--- src/rtl/gyro_spi_reader.sv ---
// SPI mode-3 master for an L3G4200D-class gyro: writes one power-up
// configuration register after reset, then burst-reads the six rate bytes
// once per sample period and presents them as signed 16-bit X/Y/Z rates
// with a one-cycle VALID strobe.
module gyro_spi_reader #(
  parameter int          CLK_DIV       = 50,
  parameter int          SAMPLE_PERIOD = 1000000,
  parameter logic [7:0]  INIT_ADDR     = 8'h20,
  parameter logic [7:0]  INIT_DATA     = 8'h0F,
  parameter logic [5:0]  DATA_ADDR     = 6'h28
) (
  input  logic        CLK,
  input  logic        RST,
  input  logic        EN,
  input  logic        MISO,
  output logic        SCLK,
  output logic        MOSI,
  output logic        CS_N,
  output logic [15:0] DX,
  output logic [15:0] DY,
  output logic [15:0] DZ,
  output logic        VALID,
  output logic        BUSY
);

  // Divider counts one SCLK half-period and is reused for the CS_N-high gap.
  localparam int DW = $clog2(2 * CLK_DIV + 1);
  localparam int TW = $clog2(SAMPLE_PERIOD + 1);

  localparam logic [DW-1:0] HALF_LAST  = DW'(CLK_DIV - 1);
  localparam logic [DW-1:0] GAP_LAST   = DW'(2 * CLK_DIV - 1);
  localparam logic [TW-1:0] TIMER_LAST = TW'(SAMPLE_PERIOD - 1);

  // A transfer of N bits is 2N+2 half-periods: a lead-in half with SCLK
  // high, a low and a high half per bit, and a trailing high half.
  localparam logic [6:0] INIT_HALF_LAST = 7'd33;   // 16-bit write
  localparam logic [6:0] READ_HALF_LAST = 7'd113;  // 56-bit burst read

  // Outgoing bits are left-justified; MOSI always shows bit 55.
  localparam logic [55:0] INIT_WORD = {2'b00, INIT_ADDR[5:0], INIT_DATA, 40'h00_0000_0000};
  localparam logic [55:0] READ_WORD = {2'b11, DATA_ADDR, 48'h0000_0000_0000};

  typedef enum logic [2:0] {
    ST_INIT      = 3'd0,
    ST_INIT_XFER = 3'd1,
    ST_GAP       = 3'd2,
    ST_WAIT      = 3'd3,
    ST_READ_XFER = 3'd4,
    ST_LATCH     = 3'd5
  } state_t;

  state_t         state_r,     state_s;
  logic [TW-1:0]  timer_r;
  logic [DW-1:0]  div_r,       div_s;
  logic [6:0]     half_r,      half_s;
  logic [6:0]     half_inc_s;
  logic [6:0]     last_half_s;
  logic [55:0]    tx_r,        tx_s;
  logic [47:0]    rx_r,        rx_s;
  logic           init_done_r, init_done_s;
  logic           sclk_r,      sclk_s;
  logic           cs_n_r,      cs_n_s;
  logic           mosi_r,      mosi_s;
  logic [15:0]    dx_r,        dx_s;
  logic [15:0]    dy_r,        dy_s;
  logic [15:0]    dz_r,        dz_s;
  logic           valid_r,     valid_s;
  logic           busy_r,      busy_s;
  logic           wrap_s;

  assign wrap_s      = (timer_r == TIMER_LAST);
  assign half_inc_s  = half_r + 7'd1;
  assign last_half_s = (state_r == ST_INIT_XFER) ? INIT_HALF_LAST : READ_HALF_LAST;

  // Free-running sample timer; it keeps counting through transfers so a
  // wrap that lands mid-transfer is simply missed rather than queued.
  always_ff @(posedge CLK) begin
    if (RST) begin
      timer_r <= {TW{1'b0}};
    end else if (wrap_s) begin
      timer_r <= {TW{1'b0}};
    end else begin
      timer_r <= timer_r + TW'(1);
    end
  end

  // Next-state and next-output logic; every output is registered below.
  always_comb begin
    state_s     = state_r;
    div_s       = div_r;
    half_s      = half_r;
    tx_s        = tx_r;
    rx_s        = rx_r;
    init_done_s = init_done_r;
    sclk_s      = sclk_r;
    cs_n_s      = cs_n_r;
    mosi_s      = mosi_r;
    dx_s        = dx_r;
    dy_s        = dy_r;
    dz_s        = dz_r;
    valid_s     = 1'b0;

    case (state_r)
      ST_INIT: begin
        state_s = ST_INIT_XFER;
        cs_n_s  = 1'b0;
        sclk_s  = 1'b1;
        tx_s    = INIT_WORD;
        mosi_s  = INIT_WORD[55];
        div_s   = {DW{1'b0}};
        half_s  = 7'd0;
      end

      ST_INIT_XFER, ST_READ_XFER: begin
        if (div_r == HALF_LAST) begin
          div_s = {DW{1'b0}};
          if (half_r == last_half_s) begin
            // Trailing half done: release the bus.
            cs_n_s = 1'b1;
            sclk_s = 1'b1;
            half_s = 7'd0;
            if (state_r == ST_INIT_XFER) begin
              state_s = ST_GAP;
            end else begin
              state_s = ST_LATCH;
            end
          end else begin
            half_s = half_inc_s;
            if (half_inc_s == last_half_s) begin
              // Entering the trailing half: SCLK stays high, nothing moves.
              sclk_s = 1'b1;
            end else if (half_inc_s[0]) begin
              // Falling edge: present the current bit (bit 0 was already
              // driven when CS_N fell, so it does not toggle here).
              sclk_s = 1'b0;
              mosi_s = tx_r[55];
            end else begin
              // Rising edge: sample MISO and advance to the next bit.
              sclk_s = 1'b1;
              tx_s   = {tx_r[54:0], 1'b0};
              if (state_r == ST_READ_XFER) begin
                rx_s = {rx_r[46:0], MISO};
              end else begin
                rx_s = rx_r;
              end
            end
          end
        end else begin
          div_s = div_r + DW'(1);
        end
      end

      ST_GAP: begin
        if (div_r == GAP_LAST) begin
          state_s     = ST_WAIT;
          div_s       = {DW{1'b0}};
          init_done_s = 1'b1;
        end else begin
          div_s = div_r + DW'(1);
        end
      end

      ST_WAIT: begin
        if (wrap_s && EN) begin
          state_s = ST_READ_XFER;
          cs_n_s  = 1'b0;
          sclk_s  = 1'b1;
          tx_s    = READ_WORD;
          mosi_s  = READ_WORD[55];
          rx_s    = 48'h0000_0000_0000;
          div_s   = {DW{1'b0}};
          half_s  = 7'd0;
        end else begin
          state_s = ST_WAIT;
        end
      end

      ST_LATCH: begin
        // Bytes arrived as X_L,X_H,Y_L,Y_H,Z_L,Z_H from MSB downwards.
        dx_s    = {rx_r[39:32], rx_r[47:40]};
        dy_s    = {rx_r[23:16], rx_r[31:24]};
        dz_s    = {rx_r[7:0],   rx_r[15:8]};
        valid_s = 1'b1;
        state_s = ST_GAP;
        div_s   = {DW{1'b0}};
      end

      default: begin
        state_s = ST_INIT;
        cs_n_s  = 1'b1;
        sclk_s  = 1'b1;
      end
    endcase

    busy_s = ~init_done_s | ~cs_n_s;
  end

  // State and registered outputs; RST aborts any transfer at once.
  always_ff @(posedge CLK) begin
    if (RST) begin
      state_r     <= ST_INIT;
      div_r       <= {DW{1'b0}};
      half_r      <= 7'd0;
      tx_r        <= 56'h00_0000_0000_0000;
      rx_r        <= 48'h0000_0000_0000;
      init_done_r <= 1'b0;
      sclk_r      <= 1'b1;
      cs_n_r      <= 1'b1;
      mosi_r      <= 1'b0;
      dx_r        <= 16'h0000;
      dy_r        <= 16'h0000;
      dz_r        <= 16'h0000;
      valid_r     <= 1'b0;
      busy_r      <= 1'b1;
    end else begin
      state_r     <= state_s;
      div_r       <= div_s;
      half_r      <= half_s;
      tx_r        <= tx_s;
      rx_r        <= rx_s;
      init_done_r <= init_done_s;
      sclk_r      <= sclk_s;
      cs_n_r      <= cs_n_s;
      mosi_r      <= mosi_s;
      dx_r        <= dx_s;
      dy_r        <= dy_s;
      dz_r        <= dz_s;
      valid_r     <= valid_s;
      busy_r      <= busy_s;
    end
  end

  assign SCLK  = sclk_r;
  assign MOSI  = mosi_r;
  assign CS_N  = cs_n_r;
  assign DX    = dx_r;
  assign DY    = dy_r;
  assign DZ    = dz_r;
  assign VALID = valid_r;
  assign BUSY  = busy_r;

endmodule

--- config.mk ---
export PLATFORM = sky130hd
export DESIGN_NAME = gyro_spi_reader
export DESIGN_NICKNAME = d
export VERILOG_FILES = /design/src/rtl/gyro_spi_reader.sv
export SDC_FILE = /design/constraint.sdc
export NUM_CORES = 1
export LEC_CHECK = 0
export BUFFER_PORTS_ARGS = -buffer_cell sky130_fd_sc_hd__buf_2
export CAP_MARGIN = 25
export CORE_MARGIN = 5
export CORE_UTILIZATION = 41
export CTS_CLUSTER_DIAMETER = 100
export CTS_CLUSTER_SIZE = 28
export DETAILED_ROUTE_END_ITERATION = 7
export GPL_TIMING_DRIVEN = 0
export RECOVER_POWER = 100
export REMOVE_ABC_BUFFERS = 1
export SLEW_MARGIN = 20
export SYNTH_ARGS = -nofsm -noshare
export SYNTH_HDL_FRONTEND = slang
export SYNTH_SLANG_ARGS = --single-unit
--- constraint.sdc ---
create_clock -name CLK -period 3.85 [get_ports CLK]
set_input_delay 0.1925 -clock CLK [delete_from_list [all_inputs] [get_ports CLK]]
set_output_delay 0.1925 -clock CLK [all_outputs]
set_load 0.01 [all_outputs]
==> impl_metrics.csv <==
group,metric,value,unit
outcome,status,"finished with violations",
outcome,violations,"capacitance limit, slew limit",
detailed_routing,wl_met1,6510,µm
yosys,synth-warning-count,0,
worst_hold_path,hold_depth,3,
finish,fin_util,0.478,
pwr,power_frac_clock,0.493,
cts,cts_setup_buffers,0,
finish,multi_input_area,0.00285,mm²
sta,fin_worst_skew,0.00787,ns
flow_run,cap_violations,1,
placed_design,routabilityCongestion,0.802,
sta,fin_crit,3.39,ns
detailed_routing,wire_per_inst,13.7,µm
finish,seqCellArea,0.00310,mm²
sta,hold_viol,0,
worst_setup_path,endpoint_kind,"flop",
cts,cts_resized,0,
pwr,leakagePower,2.40,nW
worst_setup_path,crit_path_start,"state_r[0]",
die,die_w,133,µm
worst_setup_path,worstPathCellList,"or3b_1 -> or4_1 -> o311a_1 -> or3_4 -> o21bai_1 -> a221oi_1 -> nor2_1",
pwr,power.density,464,mW/mm²
pwr,intPower,2.64,mW
placed_design,hpwl,8810,µm
worst_setup_path,slowest_delay,0.81,ns
cts,cts.clk_slew.worst_paths,0.06,ns
worst_setup_path,cp.depth,7,
yosys,yosysTopAreaCellShare,0.499,
grt,grt_pass1_vias,4950,
yosys,yosys.area.top_type,"dfxtp_1",
placed_design,port_buffers,56,
worst_setup_path,cp-start-kind,"flop",
cts,clockRootBuffer,"clkbuf_16",
cts,tritoncts,"yes",
detailed_routing,highest_layer,"met4",
grt,grt_pass1_wl,22800,µm
finish,fin_nets,809,
grt,antenna_found_initial,0,
grt,grt-ovfl-total,0,
detailed_routing,drc,0,
sta,grt_setup_unrepaired,"false",
die,start_util,0.414,
sta,period_share,0.881,
yosys,async_reset_ff_frac,0,
detailed_routing,vias,5199,
pwr,switchingPower,695,µW
detailed_routing,wl_met3,606,µm
yosys,synthFlopType,"dfxtp_1",
die,io_pins,57,
cts,cts_buffer_depth,2,
cts,cts_hold_buf,0,
yosys,synth_edf_count,0,
worst_hold_path,min_path_type,"primary input to flop",
die,std_cell_rows,45,
finish,nFillCells,1479,
die,core,0.0150,mm²
worst_setup_path,rr_startpoint,"state_r[0]",
detailed_routing,drt-pass1-iter-count,5,
finish,final_common_cell,"nand2_1",
yosys,netlist_instances,767,
grt,grt.total_usage,0.154,
pwr,vdd_drop_max,0.471,mV
worst_setup_path,crit_end,"tx_r[42]",
sta,setup_violations,0,
finish,drive_above_1_share,0.0554,
yosys,synthTopCellsByArea,"dfxtp_1 (50%), nand2_1 (10%), a21oi_1 (9.2%)",
worst_setup_path,cp.required,4.21,ns
detailed_routing,drt-initial-drc-count,390,
sta,tightest_slew,1.58,ns
sta,setup_ws,0.457,ns
detailed_routing,routed_wl,13700,µm
yosys,synth_cell_types,53,
worst_setup_path,slowest_stage,"o21bai_1",
worst_setup_path,worstSetupPathType,"flop to flop",
cts,htreeDepth,4,
worst_setup_path,worstReg2RegEnd,"tx_r[42]",
sta,slew_viol_final,19,
finish,area_growth,15.6,%
yosys,synth-seq-cells,155,
worst_setup_path,critical_path_buf_inv_count,0,
sta,fmax,295,MHz
placed_design,dp_slack,0.542,ns
detailed_routing,ant_nets,0,
detailed_routing,vias_per_cell,5.20,
worst_setup_path,cp_max_fo,15,
worst_setup_path,critical-path-top-delay-family,"simple AND/OR/NAND/NOR gates",
worst_setup_path,worstPathArrival,3.75,ns
cts,cts_sinks,155,
pwr,swShare,0.208,
yosys,syn_area,0.00622,mm²
die,die_h,133,µm
grt,grt_max_degree,113,
worst_setup_path,reg2reg_depth,7,
pwr,seqPwrFrac,0.486,
worst_setup_path,reg2reg_slack,0.46,ns
die,dieArea,0.0177,mm²
finish,diodes,0,
detailed_routing,dr_wl_met2,6340,µm
sta,relSlewSlack,-0.0572,
cts,cts_made_buffers,17,
yosys,avgSynthCellArea,8.11,µm²
pwr,pwr-share-comb,0.021,
finish,final_cell_mix,"nand2_1 (168), dfxtp_1 (155), a21oi_1 (114)",
cts,clk_latency,0.42,ns
yosys,synth_seq_area_share,0.499,
state kept, by name, indices dropped and copies added, names as in the netlist, 3 cells and up:
signal / flops
timer_r: 20
DX: 16
state_r: 3
div_r: 7
tx_r: 16
DY: 16
rx_r: 48
DZ: 16
half_r: 7
worst min-delay path by stage:
stage	startpoint	endpoint	slack [ns]
floorplan	RST	DX[0]	0.26
global placement	timer_r[0]	timer_r[0]	0.44
detailed placement	DX[8]	DX[8]	0.44
CTS	MISO	rx_r[0]	0.03
global route	MISO	rx_r[0]	0.04
finish	MISO	rx_r[0]	0.05
through the flow:
step | std cells | hold WS [ns] | total power, mW | instance area, µm² | setup TNS (ns)
final | 1000 | 0.0473 | 3.34 | 7190 | 0
after CTS | 1000 | 0.0308 | 3.38 | 7280 | 0
after global placement | 962 | 0.441 | 1.72 | 6510 | -37.62
after detailed placement | 968 | 0.443 | 1.73 | 6690 | 0
after global routing | 1000 | 0.0446 | 3.46 | 7190 | 0
after floorplan | 718 | 0.262 | 1.69 | 5990 | 0
power groups by stage:
| stage | combinational [mW] | clock (mW) | sequential (mW) |
|---|---|---|---|
| 4_1_cts | 0.0723 | 1.69 | 1.62 |
| 2_1_floorplan | 0.0348 | 0 | 1.66 |
| 3_3_place_gp | 0.0660 | 0 | 1.66 |
| 5_1_grt | 0.0789 | 1.75 | 1.62 |
| 3_5_place_dp | 0.0720 | 0 | 1.66 |
| 6_report | 0.0695 | 1.65 | 1.62 |
Yosys cell counts, types with 2 or more instances:
cell and instances:
nand3_1 61, and4_1 4, a221oi_1 5, nor3_1 8, a211oi_1 4, o211ai_1 2, inv_1 12, buf_6 5
or2_2 2, ha_1 6, clkbuf_1 38, nor2_1 70, o22ai_1 2, xnor2_1 9, dfxtp_1 155, buf_1 2
o21a_1 2, a21oi_1 114, or3_1 4, o31ai_1 3, a22oi_1 8, nand2_1 168, and2_1 2, nand3b_1 4
buf_2 3, a31oi_1 2, o21ai_0 8, nor4bb_1 3, nand4_1 10, and3_1 10, o21bai_1 3, xor2_1 17
worst reg2reg max path, cell delays in order, from the launching register on:
cell	delay, ns
dfxtp_1	0.59
or3b_1	0.51
or4_1	0.51
o311a_1	0.16
or3_4	0.40
o21bai_1	0.82
a221oi_1	0.23
nor2_1	0.12
final cells by class:
class                   count  area share
clock buffers              23      0.0665
clock inverters             9      0.0155
inverters                  12     0.00627
multi-input cells         551       0.396
flip-flops and latches    155       0.432
well taps                 188      0.0327
repair buffers             62      0.0515
metal layers:
layer | vias to the layer above | global-route usage
li1 | 2691 | -
met1 | 2400 | 0.194
met2 | 90 | 0.252
met3 | 18 | 0.0449
met4 | 0 | 0.0554
met5 | - | 0
cells by family (layout without fill, tap and decap cells):
group / after synthesis / after routing / synth area share
fa+ha+maj: 6 / 6 / 0.0121
simple gates: 353 / 353 / 0.252
flops: 155 / 155 / 0.499
xor+xnor: 26 / 26 / 0.0366
buf+inv: 61 / 106 / 0.0440
mux: 2 / 2 / 0.00342
compound gates: 164 / 164 / 0.153
No activity file was read; power rests on OpenSTA's default activity.
